## src/rtl/bcd_entry_two_digit_if.sv

```systemverilog
// bcd_entry_two_digit_if: raw active-low keys in, edited/committed BCD value out
interface bcd_entry_two_digit_if;
    logic       key_up_n;
    logic       key_down_n;
    logic       key_sel_n;
    logic       key_commit_n;
    logic [7:0] edit;
    logic [7:0] committed;
    logic       digit_sel;
    logic       commit_pulse;
    modport master (
        output key_up_n, key_down_n, key_sel_n, key_commit_n,
        input  edit, committed, digit_sel, commit_pulse
    );
    modport slave (
        input  key_up_n, key_down_n, key_sel_n, key_commit_n,
        output edit, committed, digit_sel, commit_pulse
    );
endinterface

```

## src/rtl/bcd_entry_two_digit.sv

```systemverilog
// bcd_entry_two_digit: debounced four-key editor for a two-digit BCD value with hold-to-repeat
module bcd_entry_two_digit #(
    parameter int DEBOUNCE_CYCLES = 500000,
    parameter int REPEAT_DELAY    = 25000000,
    parameter int REPEAT_RATE     = 5000000
) (
    input logic                  clk,
    input logic                  rst_n,
    bcd_entry_two_digit_if.slave bus
);
    localparam int DW = $clog2(DEBOUNCE_CYCLES + 1);
    typedef enum logic [1:0] {IDLE, HOLD, REPEAT} state_t;
    // key bit order: 0 up, 1 down, 2 sel, 3 commit
    logic [3:0]         raw, s1, s2, acc, acc_d, press;
    logic [3:0][DW-1:0] cnt;
    state_t             state, state_nxt;
    logic [31:0]        timer, timer_nxt;
    logic               dir, dir_nxt, step, cancel;
    logic [3:0]         cur, nxt;
    logic [7:0]         edit, committed;
    logic               digit_sel, commit_pulse;
    assign raw = {bus.key_commit_n, bus.key_sel_n, bus.key_down_n, bus.key_up_n};
    always_ff @(posedge clk or negedge rst_n) begin
        if (!rst_n) begin
            s1    <= '1;
            s2    <= '1;
            acc   <= '1;
            acc_d <= '1;
            press <= '0;
            cnt   <= '0;
        end else begin
            s1    <= raw;
            s2    <= s1;
            acc_d <= acc;
            press <= acc_d & ~acc;
            for (int i = 0; i < 4; i++)
                if (s2[i] == acc[i]) cnt[i] <= '0;
                else if (cnt[i] == DW'(DEBOUNCE_CYCLES - 1)) begin
                    acc[i] <= s2[i];
                    cnt[i] <= '0;
                end else cnt[i] <= cnt[i] + 1'b1;
        end
    end
    // a repeat stops when its own key lets go or the opposite key goes down
    assign cancel = dir ? (acc[1] | ~acc[0]) : (acc[0] | ~acc[1]);
    always_comb begin
        state_nxt = state;
        dir_nxt   = dir;
        timer_nxt = timer == 32'd0 ? timer : timer - 32'd1;
        step      = 1'b0;
        if (state == IDLE) begin
            if (press[0] ^ press[1]) begin
                step      = 1'b1;
                dir_nxt   = press[1];
                timer_nxt = 32'(REPEAT_DELAY);
                state_nxt = HOLD;
            end
        end else if (cancel) state_nxt = IDLE;
        else if (timer == 32'd1) begin
            step      = 1'b1;
            timer_nxt = 32'(REPEAT_RATE);
            state_nxt = REPEAT;
        end
    end
    assign cur = digit_sel ? edit[7:4] : edit[3:0];
    assign nxt = dir_nxt ? (cur == 4'd0 ? 4'd9 : cur - 4'd1) : (cur == 4'd9 ? 4'd0 : cur + 4'd1);
    always_ff @(posedge clk or negedge rst_n) begin
        if (!rst_n) begin
            state        <= IDLE;
            timer        <= '0;
            dir          <= 1'b0;
            edit         <= '0;
            committed    <= '0;
            digit_sel    <= 1'b0;
            commit_pulse <= 1'b0;
        end else begin
            state        <= state_nxt;
            timer        <= timer_nxt;
            dir          <= dir_nxt;
            commit_pulse <= press[3];
            if (step) edit <= digit_sel ? {nxt, edit[3:0]} : {edit[7:4], nxt};
            if (press[2]) digit_sel <= ~digit_sel;
            if (press[3]) committed <= edit;
        end
    end
    assign bus.edit         = edit;
    assign bus.committed    = committed;
    assign bus.digit_sel    = digit_sel;
    assign bus.commit_pulse = commit_pulse;
endmodule

```

## src/flat_wrapper.sv

```systemverilog
// flat-port wrapper written by rule: the top's interface ports become plain ports
module bcd_entry_two_digit_flat 
#(
    parameter int DEBOUNCE_CYCLES = 500000,
    parameter int REPEAT_DELAY    = 25000000,
    parameter int REPEAT_RATE     = 5000000
)
  (clk, rst_n, bus_key_up_n, bus_key_down_n, bus_key_sel_n, bus_key_commit_n, bus_edit, bus_committed, bus_digit_sel, bus_commit_pulse);
  bcd_entry_two_digit_if bus_i ();
  input logic clk;
  input logic rst_n;
  input wire logic [$bits(bus_i.key_up_n)-1:0] bus_key_up_n;
  input wire logic [$bits(bus_i.key_down_n)-1:0] bus_key_down_n;
  input wire logic [$bits(bus_i.key_sel_n)-1:0] bus_key_sel_n;
  input wire logic [$bits(bus_i.key_commit_n)-1:0] bus_key_commit_n;
  output wire logic [$bits(bus_i.edit)-1:0] bus_edit;
  output wire logic [$bits(bus_i.committed)-1:0] bus_committed;
  output wire logic [$bits(bus_i.digit_sel)-1:0] bus_digit_sel;
  output wire logic [$bits(bus_i.commit_pulse)-1:0] bus_commit_pulse;
  assign bus_i.key_up_n = bus_key_up_n;
  assign bus_i.key_down_n = bus_key_down_n;
  assign bus_i.key_sel_n = bus_key_sel_n;
  assign bus_i.key_commit_n = bus_key_commit_n;
  assign bus_edit = bus_i.edit;
  assign bus_committed = bus_i.committed;
  assign bus_digit_sel = bus_i.digit_sel;
  assign bus_commit_pulse = bus_i.commit_pulse;
  bcd_entry_two_digit #(.DEBOUNCE_CYCLES(DEBOUNCE_CYCLES), .REPEAT_DELAY(REPEAT_DELAY), .REPEAT_RATE(REPEAT_RATE)) u_core (.clk(clk), .rst_n(rst_n), .bus(bus_i));
endmodule
```

## config.mk

```make
export PLATFORM = sky130hd
export DESIGN_NAME = bcd_entry_two_digit_flat
export DESIGN_NICKNAME = d
export VERILOG_FILES = /design/src/rtl/bcd_entry_two_digit_if.sv /design/src/rtl/bcd_entry_two_digit.sv /design/src/flat_wrapper.sv
export SDC_FILE = /design/constraint.sdc
export NUM_CORES = 1
export LEC_CHECK = 0
export CAP_MARGIN = 20
export CORE_ASPECT_RATIO = 1.4
export CORE_MARGIN = 1
export CORE_UTILIZATION = 55
export CTS_CLUSTER_SIZE = 8
export DETAILED_ROUTE_END_ITERATION = 16
export PLACE_DENSITY = 0.83
export SLEW_MARGIN = 25
export SYNTH_ARGS = -nofsm -noshare
export SYNTH_HDL_FRONTEND = slang
export SYNTH_SLANG_ARGS = --single-unit
```

## constraint.sdc

```tcl
create_clock -name clk -period 4.15 [get_ports clk]
set_input_delay 0.6225 -clock clk [delete_from_list [all_inputs] [get_ports clk]]
set_output_delay 0.6225 -clock clk [all_outputs]
set_load 0.02 [all_outputs]
```

* Word-level counts from Yosys, hierarchy flattened *
Cells that the tools add are included.

storage, ports and cells
  register bits after elaboration = 149
  bits of input ports = 6
  output and inout bits = 18
  logic and storage cells = 89

cells by class
  add/subtract/negate cells = 7
  eq/ne operators = 11
  mux-type cells = 28
  bitwise logic cells = 12
  reductions and logical operators = 11

operator list
  kind                     number
  $mux W32                 5
  $mux W19                 8
  $add A19 B1 Y19 const B  4
  $eq A19 B19 Y1 const B   4
  $eq A32 B1 Y1 const B    1
  $logic_not A32 Y1        1
  $sub A32 B1 Y32 const B  1
  $mux W4                  4
  $reduce_and A2 Y1        7
  $mux W2                  4
  $mux W1                  7
  $not A1 Y1               7
  $add A4 B1 Y4 const B    1
  $and A4 B4 Y4            1
  $eq A1 B1 Y1             4
  $eq A4 B4 Y1 const B     1
  $logic_not A4 Y1         1
  $not A4 Y4               1
  $sub A4 B1 Y4 const B    1
  $reduce_bool A3 Y1       1
  $logic_not A2 Y1         1
  $ne A2 B2 Y1 const B     1
  $or A1 B1 Y1             2
  $xor A1 B1 Y1            1

* Logic depth before layout (Yosys ltp) *
  depth after elaboration = 6
  gate-level depth with buffers = 8
  mapped depth without buffers = 7

* Worst setup path after synthesis *
OpenSTA, ideal clock, no wires.

  kind = register to register
  from = reg u_core.timer[2]
  to = reg u_core.edit[1], in the netlist u_core.bus.edit[1]
  setup time = 0.125 ns
  data arrival time = 2.404 ns
  data required time = 4.025 ns
  slack = 1.621 ns
  cell stages (with the launch flop) = 7
  buffers on the path = 0
  clock period less this slack = 2.529 ns
  cell sequence = dfrtp_1 or4_4 or3_4 nor4_4 a31oi_2 nor2_4 mux2_2

on the way
  word-level cells in the longest chain between the ends = 5

ends and longest elaborated chain
  item                         line                       RTL
  start: declaration           bcd_entry_two_digit.sv:17  logic [31:0] timer, timer_nxt;
  start signal: assignment     bcd_entry_two_digit.sv:78  timer <= timer_nxt;
  $eq A32 B1 Y1                bcd_entry_two_digit.sv:59  else if (timer == 32'd1) begin
  $mux W1                      bcd_entry_two_digit.sv:59
  $mux W1                      bcd_entry_two_digit.sv:58  end else if (cancel) state_nxt = IDLE;
  $mux W1                      bcd_entry_two_digit.sv:51  if (state == IDLE) begin
  $reduce_and A2 Y1 (no line)  --
  end signal: assignment       bcd_entry_two_digit.sv:81  if (step) edit <= digit_sel ? {nxt, edit[3:0]} : {edit[7:4], nxt};
  end: declaration             bcd_entry_two_digit.sv:20  logic [7:0] edit, committed;

Every way passes these cells.
A chain may end at the register's enable or synchronous reset.

* Final worst setup path *
  from = reg u_core.timer[2]
  to = reg u_core.edit[2], in the netlist u_core.bus.edit[2]

The elaborated chain is that of the path after synthesis.

==> results.md <==
* Setup TNS at 0 ns
* Lkg Pwr at 3.60 nW
* Number of nets in the layout at 723
* Hold Slack at roughly 0.26 ns
* Skew final at 0.0110 ns
* Clock slew seen by the registers of the worst setup and hold paths at 0.06 ns
* Initial antenna violation count at 0
* Latest clock arrival within the worst-skew pair at around 0.42 ns
* Synth warn at 0
* CTS root buf: clkbuf_16
* Vias at 5082
* Register Area at ~0.0037 mm^2
* Register share of total power at 47.3%
* Post-route ant nets at 0
* Commonest non-fill, non-tap cell in the layout: dfrtp_1
* Largest net degree at the start of global routing at 108
* Top Ports at 24
* Critical path class: flip-flop to flip-flop
* Post-Syn Area at about 0.007 mm^2
* Worst relative slew slack at roughly 43%
* Flops & latches, synth at 149
* VDD IR max at 0.000338 V
* Fillers at 902
* Clock tree buffer depth at 2
* Register area share after synthesis at 53.5%
* Number of global-route vias before repair at 5254
* Logic pwr share at 2.1%
* Slowest-stage cell, CP: or4_4
* Core area at ~0.012 mm^2
* CTS sink count at 149
* Critical Path AT at 3.11 ns
* CTS resizes at 0
* Switching Fraction at 20.2%
* Post-synth top flop: dfrtp_1
* Pwr dens at 392 mW/mm^2
* H-Tree Depth at 4
* Critical-path cell list: or4_4, or3_4, nor4_4, a31oi_2, nor2_4, mux2_2
* Least-Margin Pin Slew at 0.853 ns
* Crit path largest cell delay at 0.58 ns
* Crit Path Max Fanout at 8
* Asr flop ratio synth at 100%
* Crit path time final at 2.81 ns
* Max Cap Viol at 0
* Post-synth EDFFs at 0
* Initial core utilization at a little under three fifths
* Fmax at between 0.3 and 0.4 GHz
* Critical Path RT at 4.45 ns
* DRC Markers at 0
* RSZ-0062 raised after global routing: no
* Gate Count Post-Synth at 682
* Hold crit path type: primary input to asynchronous set/reset pin
* Drt wl/cell at roughly 16 um
* Clock power share at between 50 and 60%
* Number of unique standard cell types used by synthesis at 55
* Layout cells sized above 1 at 11.1%
* Drt pass-1 iters at 4
* # setup viols final at 0
* First-pass GRT wire length at 23.8 mm
* Routability cong. at around 0.81
* Final Hold Viols at 0
* Period utilization at about 68%
* Post-CTS Setup Inserts at 0
* Mapped Nets at 695
* Hold_buf cts at 0
* Mean Syn Cell Area at 10.3 um^2
* Routed wire length at 14.1 mm
* Status: finished, final reports clean
* CTS Buf Count at 17
* Die Ht at 136 um
* Port bufs at 23
* P_int at 2.50 mW
* Detailed placement HPWL at 9.29 mm
* Grt ovf at 0
* Synth-to-Final Area Change at 13.9%
* Number of cell rows at 48
* Multi-input gate area at approximately 0.0031 mm^2
* Avg Vias per Cell at 5.83
* Switch Pwr at 0.634 mW
* Chip width at 97.4 um
* Die area at about 0.013 mm^2
* CTS tree: done
* ANT cells at 0
* Commonest cells after routing, fill and taps aside: dfrtp_1 (133), nor2_1 (112), nand2_1 (52), xor2_1 (48), xnor2_1 (46)
* Iter 0 DRT Violations at around 350
* Critical Path Sink Type: flip-flop
* Max-slew violation count at 0
* CP Launch Type: flip-flop
* Gr usage total at 22.5%
-- stage by stage --
step | instance area, um^2 | cells | setup WS [ns] | power (mW) | utilization, %
finish | 7990 | 872 | 1.34 | 3.13 | 64.5
global route | 7990 | 872 | 1.09 | 3.23 | 64.5
CTS | 7980 | 872 | 1.36 | 3.16 | 64.5
detailed placement | 7380 | 841 | 1.36 | 1.58 | 59.6
global placement | 7380 | 841 | 1.45 | 1.57 | 59.6
floorplan | 7010 | 682 | 1.62 | 1.53 | -
-- synth_stat cells, drive strengths merged (4+ instances only) --
master / instances / share of area [%]
dfrtp: 133 / 47
nor2: 113 / 6.2
nand2: 53 / 2.9
xor2: 48 / 6.0
xnor2: 46 / 5.7
nand3: 32 / 2.3
nand4: 24 / 2.1
mux2: 21 / 3.4
nor4: 20 / 2.1
nor3: 19 / 1.4
a21oi: 17 / 1.2
dfstp: 16 / 6.0
inv: 16 / 0.86
or3: 15 / 1.4
o21ai: 14 / 1.0
clkbuf: 13 / 0.70
nand2b: 8 / 0.71
nor2b: 8 / 0.71
ha: 7 / 1.2
or4: 7 / 0.80
and2: 5 / 0.45
and3: 5 / 0.45
buf: 4 / 0.39
mux2i: 4 / 0.57
nand3b: 4 / 0.43
or2: 4 / 0.36
-- worst paths after layout --
kind                                       from                  to  slack (ns)  cells past startpoint
worst min-delay path                      rst_n      u_core.cnt[13]        0.26                      1
min in group clk                   u_core.s1[3]        u_core.s2[3]        0.36                      0
worst max register to register  u_core.timer[2]  u_core.bus.edit[2]        1.34                      6
max in group asynchronous                 rst_n        u_core.s2[1]        2.92                      2
worst max-delay path            u_core.timer[2]  u_core.bus.edit[2]        1.34                      6
worst min register to register     u_core.s1[3]        u_core.s2[3]        0.36                      0
-- cell families after synthesis --
group,share of synthesized area [%]
buffers and inverters,1.95
DFF,53.5
xor gates and xnor gates,11.7
muxes,4.00
adders and majority gates,1.25
and+or+nand+nor,23.3
AOI/OAI and AO/OA,4.26
-- flip-flops by register name (all words and copies together), names as in the netlist, named ones only --
signal and cells:
u_core.timer 31, u_core.dir 1, u_core.press 4, u_core.state 2, u_core.bus.commit_pulse 1, u_core.acc_d 4, u_core.bus.edit 8, u_core.s1 4
u_core.bus.digit_sel 1, u_core.bus.committed 8, u_core.s2 4, u_core.acc 4, u_core.cnt 76
-- cell type report --
type | count | share of cell area (%)
repair buffers | 26 | 3.21
inverters | 16 | 0.752
flip-flops and latches | 149 | 46.9
clock buffers | 20 | 5.59
well taps | 150 | 2.35
multi-input cells | 500 | 39.2
clock inverters | 11 | 1.99
-- critical path, delay by kind of cell, from the launching register on --
kind / cells / cell delay (ns)
AOI/OAI and AO/OA: 1 / 0.31
and+or+nand+nor: 4 / 1.60
muxes: 1 / 0.36
DFF: 1 / 0.41
-- power by group through the flow --
stage / Sequential, mW / Clock, mW / Combinational, mW
6_report: 1.48 / 1.59 / 0.0664
5_1_grt: 1.48 / 1.67 / 0.0782
4_1_cts: 1.48 / 1.61 / 0.0692
3_5_place_dp: 1.51 / 0 / 0.0683
3_3_place_gp: 1.51 / 0 / 0.0638
2_1_floorplan: 1.50 / 0 / 0.0277
-- routing by layer --
| metal | up-vias | track usage, % | routed length, um |
|---|---|---|---|
| met1 | 2523 | 24.8 | 5520 |
| met4 | 0 | 9.31 | 403 |
| met3 | 44 | 5.78 | 429 |
| li1 | 2402 | - | - |
| met5 | - | 0 | 0 |
| met2 | 113 | 40.9 | 7750 |
(Power assumes the default switching activity.)
